--- src/rtl/vend_pkg.sv ---
// Shared types and constants for the vending dispense-side controller.
package vend_pkg;

   localparam int PROD_W    = 3;
   localparam int NUM_SLOTS = 8;

   localparam logic [PROD_W-1:0] NO_PRODUCT = 3'd0;

   typedef enum logic [2:0] {
      IDLE,
      RUN,
      WAIT_DROP,
      DONE,
      FAULT
   } vend_state_t;

   // Larger of two integers, used to size counters shared between phases.
   function automatic int max_int(input int a, input int b);
      return (a > b) ? a : b;
   endfunction

endpackage

--- src/rtl/vend_sync_edge.sv ---
// Two-flop synchronizer followed by a rising-edge detector for raw
// mechanical inputs. The flops hold while ena is low so no edge is lost.
module vend_sync_edge (
   input  logic clk,
   input  logic rst_n,
   input  logic ena,
   input  logic raw_in,
   output logic rise_pulse
);

   logic [1:0] sync_q;
   logic       prev_q;

   // Shift the raw input through the synchronizer and keep the last synced value.
   always_ff @(posedge clk or negedge rst_n) begin
      if (!rst_n) begin
         sync_q <= 2'b00;
         prev_q <= 1'b0;
      end else if (ena) begin
         sync_q <= {sync_q[0], raw_in};
         prev_q <= sync_q[1];
      end
   end

   assign rise_pulse = sync_q[1] & ~prev_q;

endmodule

--- src/rtl/vend_dispenser_ctrl.sv ---
// Dispense controller: drives the selected slot motor for a fixed time,
// then waits for the drop sensor, reporting completion or a jam fault.
module vend_dispenser_ctrl
   import vend_pkg::*;
#(
   parameter int MOTOR_CYCLES   = 16,
   parameter int TIMEOUT_CYCLES = 64
) (
   input  logic                 clk,
   input  logic                 rst_n,
   input  logic                 ena,
   input  logic                 disp_req,
   input  logic [PROD_W-1:0]    prod_code,
   input  logic                 drop_sensor,
   input  logic                 fault_clr,
   output logic [NUM_SLOTS-1:0] motor_en,
   output logic                 busy,
   output logic                 done,
   output logic                 fault,
   output logic [7:0]           vend_count
);

   // One counter serves both the motor run and the drop timeout.
   localparam int CNT_MAX = max_int(MOTOR_CYCLES, TIMEOUT_CYCLES);
   localparam int CNT_W   = (CNT_MAX > 1) ? $clog2(CNT_MAX) : 1;

   localparam logic [CNT_W-1:0] MOTOR_LOAD   = CNT_W'(MOTOR_CYCLES - 1);
   localparam logic [CNT_W-1:0] TIMEOUT_LOAD = CNT_W'(TIMEOUT_CYCLES - 1);

   vend_state_t       state_q, state_d;
   logic [CNT_W-1:0]  cnt_q, cnt_d;
   logic [PROD_W-1:0] slot_q, slot_d;
   logic              dropped_q, dropped_d;
   logic [7:0]        count_d;
   logic              drop_edge;

   vend_sync_edge u_drop_sync (
      .clk        (clk),
      .rst_n      (rst_n),
      .ena        (ena),
      .raw_in     (drop_sensor),
      .rise_pulse (drop_edge)
   );

   // State register; everything freezes while ena is low.
   always_ff @(posedge clk or negedge rst_n) begin
      if (!rst_n) begin
         state_q    <= IDLE;
         cnt_q      <= '0;
         slot_q     <= NO_PRODUCT;
         dropped_q  <= 1'b0;
         vend_count <= 8'd0;
      end else if (ena) begin
         state_q    <= state_d;
         cnt_q      <= cnt_d;
         slot_q     <= slot_d;
         dropped_q  <= dropped_d;
         vend_count <= count_d;
      end
   end

   // Next-state logic; a drop edge beats timeout expiry in the same cycle.
   always_comb begin
      state_d   = state_q;
      cnt_d     = cnt_q;
      slot_d    = slot_q;
      dropped_d = dropped_q;
      count_d   = vend_count;
      unique case (state_q)
         IDLE: begin
            if (disp_req && (prod_code != NO_PRODUCT)) begin
               slot_d  = prod_code;
               cnt_d   = MOTOR_LOAD;
               state_d = RUN;
            end
         end
         RUN: begin
            if (drop_edge) begin
               dropped_d = 1'b1;
            end
            if (cnt_q == '0) begin
               if (dropped_q || drop_edge) begin
                  state_d = DONE;
               end else begin
                  state_d = WAIT_DROP;
                  cnt_d   = TIMEOUT_LOAD;
               end
            end else begin
               cnt_d = cnt_q - CNT_W'(1);
            end
         end
         WAIT_DROP: begin
            if (drop_edge) begin
               state_d = DONE;
            end else if (cnt_q == '0) begin
               state_d = FAULT;
            end else begin
               cnt_d = cnt_q - CNT_W'(1);
            end
         end
         DONE: begin
            count_d   = vend_count + 8'd1;
            dropped_d = 1'b0;
            state_d   = IDLE;
         end
         FAULT: begin
            if (fault_clr) begin
               state_d = IDLE;
            end
         end
         default: begin
            state_d = IDLE;
         end
      endcase
   end

   // Motor drive decoded from registered state only: one-hot on the latched slot.
   always_comb begin
      motor_en = '0;
      if (state_q == RUN) begin
         motor_en[slot_q] = 1'b1;
      end
   end

   assign busy  = (state_q != IDLE);
   assign done  = (state_q == DONE);
   assign fault = (state_q == FAULT);

endmodule
--- config.mk ---
export PLATFORM = sky130hd
export DESIGN_NAME = vend_dispenser_ctrl
export DESIGN_NICKNAME = d
export VERILOG_FILES = /design/src/rtl/vend_pkg.sv /design/src/rtl/vend_sync_edge.sv /design/src/rtl/vend_dispenser_ctrl.sv
export SDC_FILE = /design/constraint.sdc
export NUM_CORES = 1
export LEC_CHECK = 0
export ABC_AREA = 1
export CAP_MARGIN = 20
export CORE_ASPECT_RATIO = 1.4
export CORE_UTILIZATION = 45
export CTS_CLUSTER_DIAMETER = 30
export DETAILED_ROUTE_END_ITERATION = 8
export PLACE_DENSITY = 0.81
export SYNTH_ARGS = -nofsm -noshare
export SYNTH_HDL_FRONTEND = slang
export SYNTH_SLANG_ARGS = --single-unit
--- constraint.sdc ---
create_clock -name clk -period 1.6 [get_ports clk]
set_clock_uncertainty 0.1 [all_clocks]
set_input_delay 0.32 -clock clk [delete_from_list [all_inputs] [get_ports clk]]
set_output_delay 0.32 -clock clk [all_outputs]
set_load 0.02 [all_outputs]
======== Word-level counts from Yosys, hierarchy flattened ========
Cells that the tools add are included.
word-level totals
  bits in registers ....................... 24
  output and inout port bits .............. 19
  bits of input ports ..................... 9
  word-level logic and storage cells ...... 57
operators by class
  equality and inequality tests ........... 12
  order comparisons ....................... 2
  reductions and logical operators ........ 14
  bitwise gates (word level) .............. 2
  $add $sub $neg .......................... 2
  muxes and demuxes ....................... 18
operators with widths
  kind                   number
  $mux W6                5
  $pmux W6 S3            1
  $mux W3                5
  $ne A2 B2 Y1 const B   6
  $pmux W3 S4            1
  $reduce_bool A3 Y1     3
  $add A8 B1 Y8 const B  1
  $mux W8                1
  $eq A3 B2 Y1 const B   2
  $logic_not A6 Y1       1
  $ne A3 B3 Y1 const B   2
  $reduce_and A3 Y1      2
  $reduce_and A6 Y1      1
  $sub A6 B1 Y6 const B  1
  $reduce_and A5 Y1      1
  $lt A3 B4 Y1 const B   1
  $demux W1 S3           1
  $eq A3 B1 Y1 const B   1
  $eq A3 B3 Y1 const B   1
  $ge A3 B1 Y1 const B   1
  $logic_not A3 Y1       1
  $mux W1                3
  $logic_and A1 B1 Y1    2
  $pmux W1 S2            1
  other kinds (5)        5

======== Depth between registers and ports, before layout ========
Gate-level depths: netlist (run 1).
  depth after elaboration ................. 6
  depth in mapped cells ................... 11
  mapped depth without buffers ............ 11

======== By module ========
Synthesis (run 1) repeated with hierarchy kept, for this count alone.
second synthesis, totals
  cell total of the unflattened synthesis .. 191
  area total of the unflattened synthesis .. 1492.7 µm²
by module, submodules not included
  module               area an instance (µm²)  times used  cells an instance  seq. area each (µm²)
  vend_dispenser_ctrl  1372.6                  1           176                525.5
  vend_sync_edge       120.1                   1           15                 75.1

======== Least setup slack after synthesis (run 1) ========
Ideal clock, no wire load.
  path type ............................... flip-flop to flip-flop
  start point ............................. register state_q[0]
  end point ............................... register state_q[0]
  library setup time ...................... 65 ps
  path buffers ............................ 0
  arrival ................................. 1472 ps
  stages on the path, launching flop included .. 6
  path slack .............................. -36 ps
  cell sequence ........................... dfrtp_1 > nor3_1 > nand2_1 > nand3_1 > nand2_1 > nand2_1
on the way
  longest elaborated chain between the ends .. 3
ends and longest elaborated chain
  item                         RTL line                   RTL
  from (decl)                  vend_dispenser_ctrl.sv:30  vend_state_t state_q, state_d;
  from (signal assigned)       vend_dispenser_ctrl.sv:54  state_q <= state_d;
  $eq A3 B3 Y1 (*)             --
  net fault                    vend_dispenser_ctrl.sv:19  output logic fault,
  $ne A2 B2 Y1 (no line)       --
  $reduce_and A5 Y1 (no line)  --
The timed path passes the listed nets; every way through them passes the cells marked *.
A chain may end at the register's enable or synchronous reset.

======== Worst setup path in the final report (run 1) ========
  start point ............................. register state_q[2]
  end point ............................... output port motor_en[2]
on the way
  longest elaborated chain between the ends .. 2
ends and longest elaborated chain
  item          RTL line                    RTL
  $eq A3 B1 Y1  vend_dispenser_ctrl.sv:120  if (state_q == RUN) begin
  $mux W8       vend_dispenser_ctrl.sv:120
  to (decl)     vend_dispenser_ctrl.sv:16   output logic [NUM_SLOTS-1:0] motor_en,
Every way passes these cells.

==> results of run 1 <==
[what timing repair did]
item	CTS	global route
resized for setup	85	25
setup buffers	1	4
pin swaps	2	9
endpoints found under the setup margin	28	20
[layer usage]
metal / vias up / GRT usage, % / share of wire [%]
li1: 752 / - / -
met1: 713 / 22.3 / 38
met2: 38 / 40.6 / 57
met3: 7 / 1.97 / 3.7
met4: 0 / 8.89 / 1.6
met5: - / 0 / 0
[cells by family after synthesis]
group,after synthesis,share of synthesized area (%)
AO/OA/AOI/OAI,11,4.54
XOR/XNOR,7,4.20
adder cells (fa/ha/maj),2,1.71
buffers and inverters,29,7.71
flip-flops,24,41.1
AND/OR/NAND/NOR,128,40.7
[cells in the final DEF (no fill, tap or decap)]
cell,Yosys,layout
sky130_fd_sc_hd__a21oi_1,2,2
sky130_fd_sc_hd__a22oi_1,1,1
sky130_fd_sc_hd__and2_4,1,1
sky130_fd_sc_hd__buf_2,0,1
sky130_fd_sc_hd__buf_4,0,33
sky130_fd_sc_hd__buf_6,0,9
sky130_fd_sc_hd__clkbuf_8,0,4
sky130_fd_sc_hd__clkdlybuf4s50_1,0,7
sky130_fd_sc_hd__dfrtp_1,24,24
sky130_fd_sc_hd__dlygate4sd2_1,0,9
sky130_fd_sc_hd__ha_1,2,1
sky130_fd_sc_hd__ha_2,0,1
sky130_fd_sc_hd__inv_1,23,20
sky130_fd_sc_hd__inv_2,4,7
sky130_fd_sc_hd__inv_4,1,1
sky130_fd_sc_hd__nand2_1,78,73
sky130_fd_sc_hd__nand2_2,5,6
sky130_fd_sc_hd__nand2_4,0,3
sky130_fd_sc_hd__nand2_8,0,1
sky130_fd_sc_hd__nand3_1,13,10
sky130_fd_sc_hd__nand3_2,2,2
sky130_fd_sc_hd__nand3_4,1,4
sky130_fd_sc_hd__nand4_1,7,7
sky130_fd_sc_hd__nor2_1,13,6
sky130_fd_sc_hd__nor2_2,1,1
sky130_fd_sc_hd__nor2_4,2,9
sky130_fd_sc_hd__nor3_1,3,2
sky130_fd_sc_hd__nor3_4,1,2
sky130_fd_sc_hd__o211ai_1,2,2
sky130_fd_sc_hd__o21ai_0,5,5
sky130_fd_sc_hd__o21ai_4,0,1
sky130_fd_sc_hd__or2_4,0,1
sky130_fd_sc_hd__xnor2_1,3,3
sky130_fd_sc_hd__xor2_1,4,4
[worst max-delay path, cell delays in order (launching register included)]
cell and delay (ns):
sky130_fd_sc_hd__dfrtp_1 0.42, sky130_fd_sc_hd__inv_2 0.09, sky130_fd_sc_hd__nand3_4 0.09, sky130_fd_sc_hd__or2_4 0.27, sky130_fd_sc_hd__nor2_1 0.10, sky130_fd_sc_hd__buf_4 0.14
[flip-flops by register name, summed over array words and instances (netlist names)]
register            count
dropped_q               1
state_q                 3
cnt_q                   6
u_drop_sync.prev_q      1
slot_q                  3
u_drop_sync.sync_q      2
vend_count              8
[metrics by stage]
stage                     total power [W]  TNS (ns)
after floorplan                   0.00235    -0.222
after global placement            0.00325     -6.46
after detailed placement          0.00331     -7.11
after CTS                         0.00381    -0.800
after global routing              0.00446     -2.01
final                             0.00418     -1.28
[where the power goes]
part           switching (W)  internal, W
Combinational        0.00156      0.00118
Sequential          0.000192     0.000831
Clock               0.000198     0.000220
[layout make-up]
type	instances	area share (%)
Sequential cell	24	27.1
Clock buffer	4	2.48
Timing Repair Buffer	59	22.7
Tap cell	39	2.20
Multi-Input combinational cell	148	40.7
Inverter	28	4.85
[worst paths after layout]
path	endpoint	slack, ns	depth (start not counted)
setup / recovery	motor_en[2]	-0.21	5
hold / removal	cnt_q[5]	0.30	2
setup reg to reg	cnt_q[5]	-0.01	10
hold reg to reg	u_drop_sync.sync_q[0]	0.40	2
max in group asynchronous	slot_q[1]	0.87	2
min in group clk	u_drop_sync.sync_q[0]	0.40	2
==> run summary, run 1 <==
28 I/O pins were placed. The total area of multi-input combinational cells came out at 902 um2. The sequential element share of the synthesized area is 41.1%. The cell count after synthesis came out at 201.

The total grt overflow is 0. The post-placement worst setup slack came out at -0.400 ns. Setup repair after global routing could not meet its margin everywhere.

The die boundary height is 69.4 um. The clock transition at the register clock pins on the worst setup and hold paths after CTS is 0.08 ns. The layout-stage area growth over the synthesis result is 51.8%. The data arrival at the endpoint of the critical path came out at 1.39 ns.

The total of buffers placed on input and output ports is 27. The number of global-route vias before repair came out at 1,423. The worst-case IR drop observed on VDD is 0.00113 V. The worst setup path is launched from a flop. For this design the static power due to leakage is 1.16 nW. The final-layout worst hold slack came out at 0.296 ns. The number of antenna violations at the first check in global routing is 0. The worst hold path belongs to the class in2async. The cell area after placement came out at 1990 um2. The total of fill cells in the finished design is 242. Summed over its instances, the top area cell type makes up 41.1% of the synthesized netlist area. The post-route worst setup slack is -0.206 ns.

Across the run, the number of max-cap violations was 0. The final route contains 1,510 vias. The worst register-to-register path begins at state_q[2]. The area of the core region is 3090 um2.

Timing would allow up to 0.554 GHz. TritonCTS built the clock tree. The final setup violation count came out at 14. The cts-stage hold buffer count came out at 0. The first routing iteration left 50 violations.

The average footprint of a synthesized cell is 7.26 um2. The final number of max-transition violations is 0. The run finished, with violations left. The average detailed-routed wire length per instance is 12.6 um. The Yosys warning count is 0. In this run the worst path has a maximum fanout of 4. The longest clock path from root to sink contains 2 buffers.

The final number of hold-violating endpoints is 0. Ranked by total cell area, the synthesized netlist is headed by sky130_fd_sc_hd__dfrtp_1 41%, sky130_fd_sc_hd__nand2_1 20%, sky130_fd_sc_hd__inv_1 5.9%, sky130_fd_sc_hd__nand3_1 4.5%, sky130_fd_sc_hd__nor2_1 3.3%. With fillers left out, the area of the finished cells amounts to 2220 um2.

The smallest clock period supported by the final layout is computed as 1.81 ns. The starting density of the core came out at 47.2%. The floorplan step set the die width to 50.1 um. The worst setup path is captured at a primary output.

The routed design has 3.81 mm of wire. The number of storage elements in the synthesis netlist is 24. The final cell utilization of the core came out at 71.7%. The detailed-router iteration count before antenna repair is 4. By instance count, the leading cell after synthesis is sky130_fd_sc_hd__nand2_1.

Ranked by instance count, the synthesized netlist is headed by 78 x sky130_fd_sc_hd__nand2_1, 24 x sky130_fd_sc_hd__dfrtp_1, 23 x sky130_fd_sc_hd__inv_1, 13 x sky130_fd_sc_hd__nand3_1, 13 x sky130_fd_sc_hd__nor2_1. The slew at the pin with the worst max-slew slack is 0.304 ns. For this run, the total global-route usage over all layers was measured as 21.2%. The final RePlAce weighted congestion is 0.828. The number of levels the H-tree was split into came out at 1. The residual antenna-violating net count after detailed routing is 0.

The largest total area in the synthesized netlist belongs to sky130_fd_sc_hd__dfrtp_1. The final net count came out at 275. The area enclosed by the die boundary is 3480 um2. The routed via count divided by cell count is 5.00. The post-route fraction of the period consumed by the critical path came out at 113%. Leaving out filler cells and counting taps, the final layout contains 302. The tree built by TritonCTS fans out to 24 sinks.

The power density of the placed cells came out at 1880 nW/um2. The share of flip-flops with an asynchronous set or reset after synthesis is 100%. In this run the core area contains 24 standard-cell rows. The number of nets in the synthesized netlist is 212. The antenna cell count is 0. In this run the worst setup path begins at state_q[2].

In the synthesized netlist the dominant register cell turns out to be sky130_fd_sc_hd__dfrtp_1. The area taken by flip-flops and latches came out at 601 um2. The total half-perimeter wirelength after legalization and detailed placement came out at 2.50 mm.

The clock latency at the later pin of the worst-skew pair is 0.27 ns. Data on the critical path is required at its endpoint by 1.18 ns. The largest net degree at the start of global routing is 25. The remaining max-slew budget at the tightest pin came out at 79.7%. The checks that failed: setup timing. The number of clock buffers inserted by TritonCTS is 3. The cell area after technology mapping is 1460 um2. CTS placed an instance of sky130_fd_sc_hd__clkbuf_8 at the clock tree root. The placed cell count is 294. The fraction of final layout cells sized beyond drive strength 1 is 33.1%.

The wire length of the first global-routing pass is 5.70 mm. After synthesis, the netlist uses 26 different library cells. The count of flip-flops with a built-in enable after synthesis came out at 0.

The post-route DRC violation count is 0. The critical path in this run is classified as reg2out.
Note: power is estimated with default switching activity, not from simulation.
==> inputs of run 2 (changes only) <==
--- a/config.mk
+++ b/config.mk
@@ -8,10 +8,12 @@
 export ABC_AREA = 1
 export CAP_MARGIN = 20
 export CORE_ASPECT_RATIO = 1.4
+export CORE_MARGIN = 5
 export CORE_UTILIZATION = 45
 export CTS_CLUSTER_DIAMETER = 30
 export DETAILED_ROUTE_END_ITERATION = 8
 export PLACE_DENSITY = 0.81
+export SETUP_SLACK_MARGIN = 0.5
 export SYNTH_ARGS = -nofsm -noshare
 export SYNTH_HDL_FRONTEND = slang
 export SYNTH_SLANG_ARGS = --single-unit
==> run summary, run 2 (synthesis results as in run 1) <==
The residual antenna-violating net count after detailed routing is 0. The clock tree root buffer cell is sky130_fd_sc_hd__clkbuf_8. Among cell families on the critical path, the largest total delay comes from simple AND/OR/NAND/NOR gates.

The total power of the final layout came out at 0.00408 W. Setup repair after global routing could not meet its margin everywhere. The master of the slowest instance on the critical path is sky130_fd_sc_hd__dfrtp_1. In the finished design, the share of the clock period the worst path needs comes to 110%. The final number of hold-violating endpoints came to 0. The top-level I/O count came out at 28. The TritonCTS clock tree is built. The flip-flop count of the largest register, all copies and words added is 8. The post-placement worst setup slack is -0.356 ns. The shortest period the worst path allows is 1.77 ns. The library cell used most frequently in the layout, excluding fill and tap cells, is sky130_fd_sc_hd__nand2_1. The library cells used most frequently in the layout, excluding fill and tap cells, are 76 x sky130_fd_sc_hd__nand2_1, 30 x sky130_fd_sc_hd__buf_4, 18 x sky130_fd_sc_hd__inv_1, 18 x sky130_fd_sc_hd__buf_6, 17 x sky130_fd_sc_hd__dfrtp_1. Port buffering added 27 buffers. The final RePlAce weighted congestion is 0.882. The final number of max-transition violations is 0. The depth of the worst register-to-register path came out at 10. In this run the tightest slew margin relative to its limit is 75.6%. For this configuration, the core starts out at a cell density of 46.8%. Across all layers, the routed design uses 1,506 vias. Counting flops per register, the top entry is vend_count. The setup path with the least slack is of type reg2out. The final net count came out at 273. VDD sags by at most 0.00113 V. From bottom edge to top edge, the die measures 77.4 um. The placed cell count came out at 290. In the final layout, the share of cells above drive strength 1 is 39.5%. The checks that failed: setup timing. The number of global-route vias before repair is 1,531. Fill cells in the final layout number 232.

The area enclosed by the die boundary is 4500 um2. The detailed-router iteration count before antenna repair came out at 4. The number of antenna diodes in the final layout is 0. The required time of the critical path came out at 1.18 ns. Leaving out filler cells and counting taps, the final layout contains 300.

The count of standard-cell rows is 24. The logic depth of the worst setup path including buffers is 5. The leakage power summed over all cells is 1.14 nW. The number of clock buffers inserted by TritonCTS is 3. The data arrival at the endpoint of the critical path is 1.35 ns.

The area of the core region is 3120 um2. In this run, the number of DRC markers left after iteration 0 of detailed routing was 57. The largest registers in the layout are vend_count x8, cnt_q x6.

STA classifies the critical path startpoint as a flop. Once routing completed, OpenROAD measured the worst setup slack at -0.167 ns. Based on the critical path, the design can be clocked at up to 0.566 GHz. The area growth from synthesis to layout is 53.1%.

The number of levels the H-tree was split into is 1. The clock transition at the register clock pins on the worst setup and hold paths after CTS is 0.08 ns. Max-cap violations in this run came to 0. The clock latency at the later pin of the worst-skew pair came out at 0.26 ns. Of all nets on the critical path, the largest fanout is 4. The post-route DRC violation count is 0. The horizontal die dimension is 58.1 um. The run finished, with violations left. The number of antenna violations at the first check in global routing is 0.

The worst setup path is captured at a primary output. Entering global routing, the biggest net connects 25 pins. The final routed wirelength across all metal layers came out at 3.62 mm. The number of buffers and inverters on the critical path is 2. The total grt overflow is 0. The final cell utilization of the core came out at 71.6%. The largest stage delay on the critical path came out at 0.40 ns. The cts-stage hold buffer count came out at 0. The min-delay analysis places its worst path in the category in2async. The average detailed-routed wire length per instance is 12.1 um. The clock net sink count came out at 24. The buffer levels on the longest clock path came out at 2. For the pin with the worst max-slew slack, the measured transition is 0.364 ns. The wire length of the first global-routing pass came out at 6.48 mm.

The wire-length estimate of the detail-placed layout is 2.74 mm. The global routing usage summed across all routing layers came out at 18.2%. Walking the worst path, the cells encountered are inv_2 > nand3_4 > or2_4 > nor2_4 > buf_6. The power density of the placed cells is 1830 nW/um2.

The routed via count divided by cell count came out at 5.02. The final setup violation count is 9.
run 2: through the flow:
step | TNS, ns | hold slack [ns] | area (um2)
6_report | -0.727 | 0.298 | 2240
5_1_grt | -2.39 | 0.332 | 2240
4_1_cts | -0.830 | 0.311 | 2220
3_5_place_dp | -6.29 | 0.368 | 2090
3_3_place_gp | -5.64 | 0.359 | 2090
2_1_floorplan | 0 | -0.0756 | 1590
run 2: repair_timing:
item | in CTS | in global routing
buffers inserted | 5 | 1
endpoints found under the setup margin | 43 | 40
pin swaps | 5 | 1
resized for setup | 118 | 2
run 2: final timing paths:
| kind | start | to | slack [ns] |
|---|---|---|---|
| worst max register to register | state_q[2] | vend_count[5] | 0.01 |
| worst min-delay path | rst_n | u_drop_sync.prev_q | 0.30 |
| min in group clk | u_drop_sync.sync_q[0] | u_drop_sync.sync_q[0] | 0.38 |
| worst max-delay path | state_q[2] | motor_en[6] | -0.17 |
| max in group asynchronous | rst_n | vend_count[4] | 0.85 |
| worst min register to register | u_drop_sync.sync_q[0] | u_drop_sync.sync_q[0] | 0.38 |
run 2: power by group:
part           switching, W  internal [W]
Clock              0.000187      0.000220
Sequential         0.000204      0.000845
Combinational       0.00150       0.00113
run 2: per-layer routing:
layer | GRT usage [%] | vias up | wire length [um]
li1 | - | 754 | -
met5 | 0 | - | 0
met3 | 1.83 | 7 | 93
met1 | 20.2 | 717 | 1400
met4 | 7.42 | 0 | 65
met2 | 34.2 | 28 | 2060
run 2: layout make-up:
class,count,area [um2],area share [%]
Sequential cell,24,609,27.3
Multi-Input combinational cell,148,903,40.4
Timing Repair Buffer,57,512,22.9
Tap cell,39,48.8,2.18
Inverter,28,108,4.81
Clock buffer,4,55.1,2.46
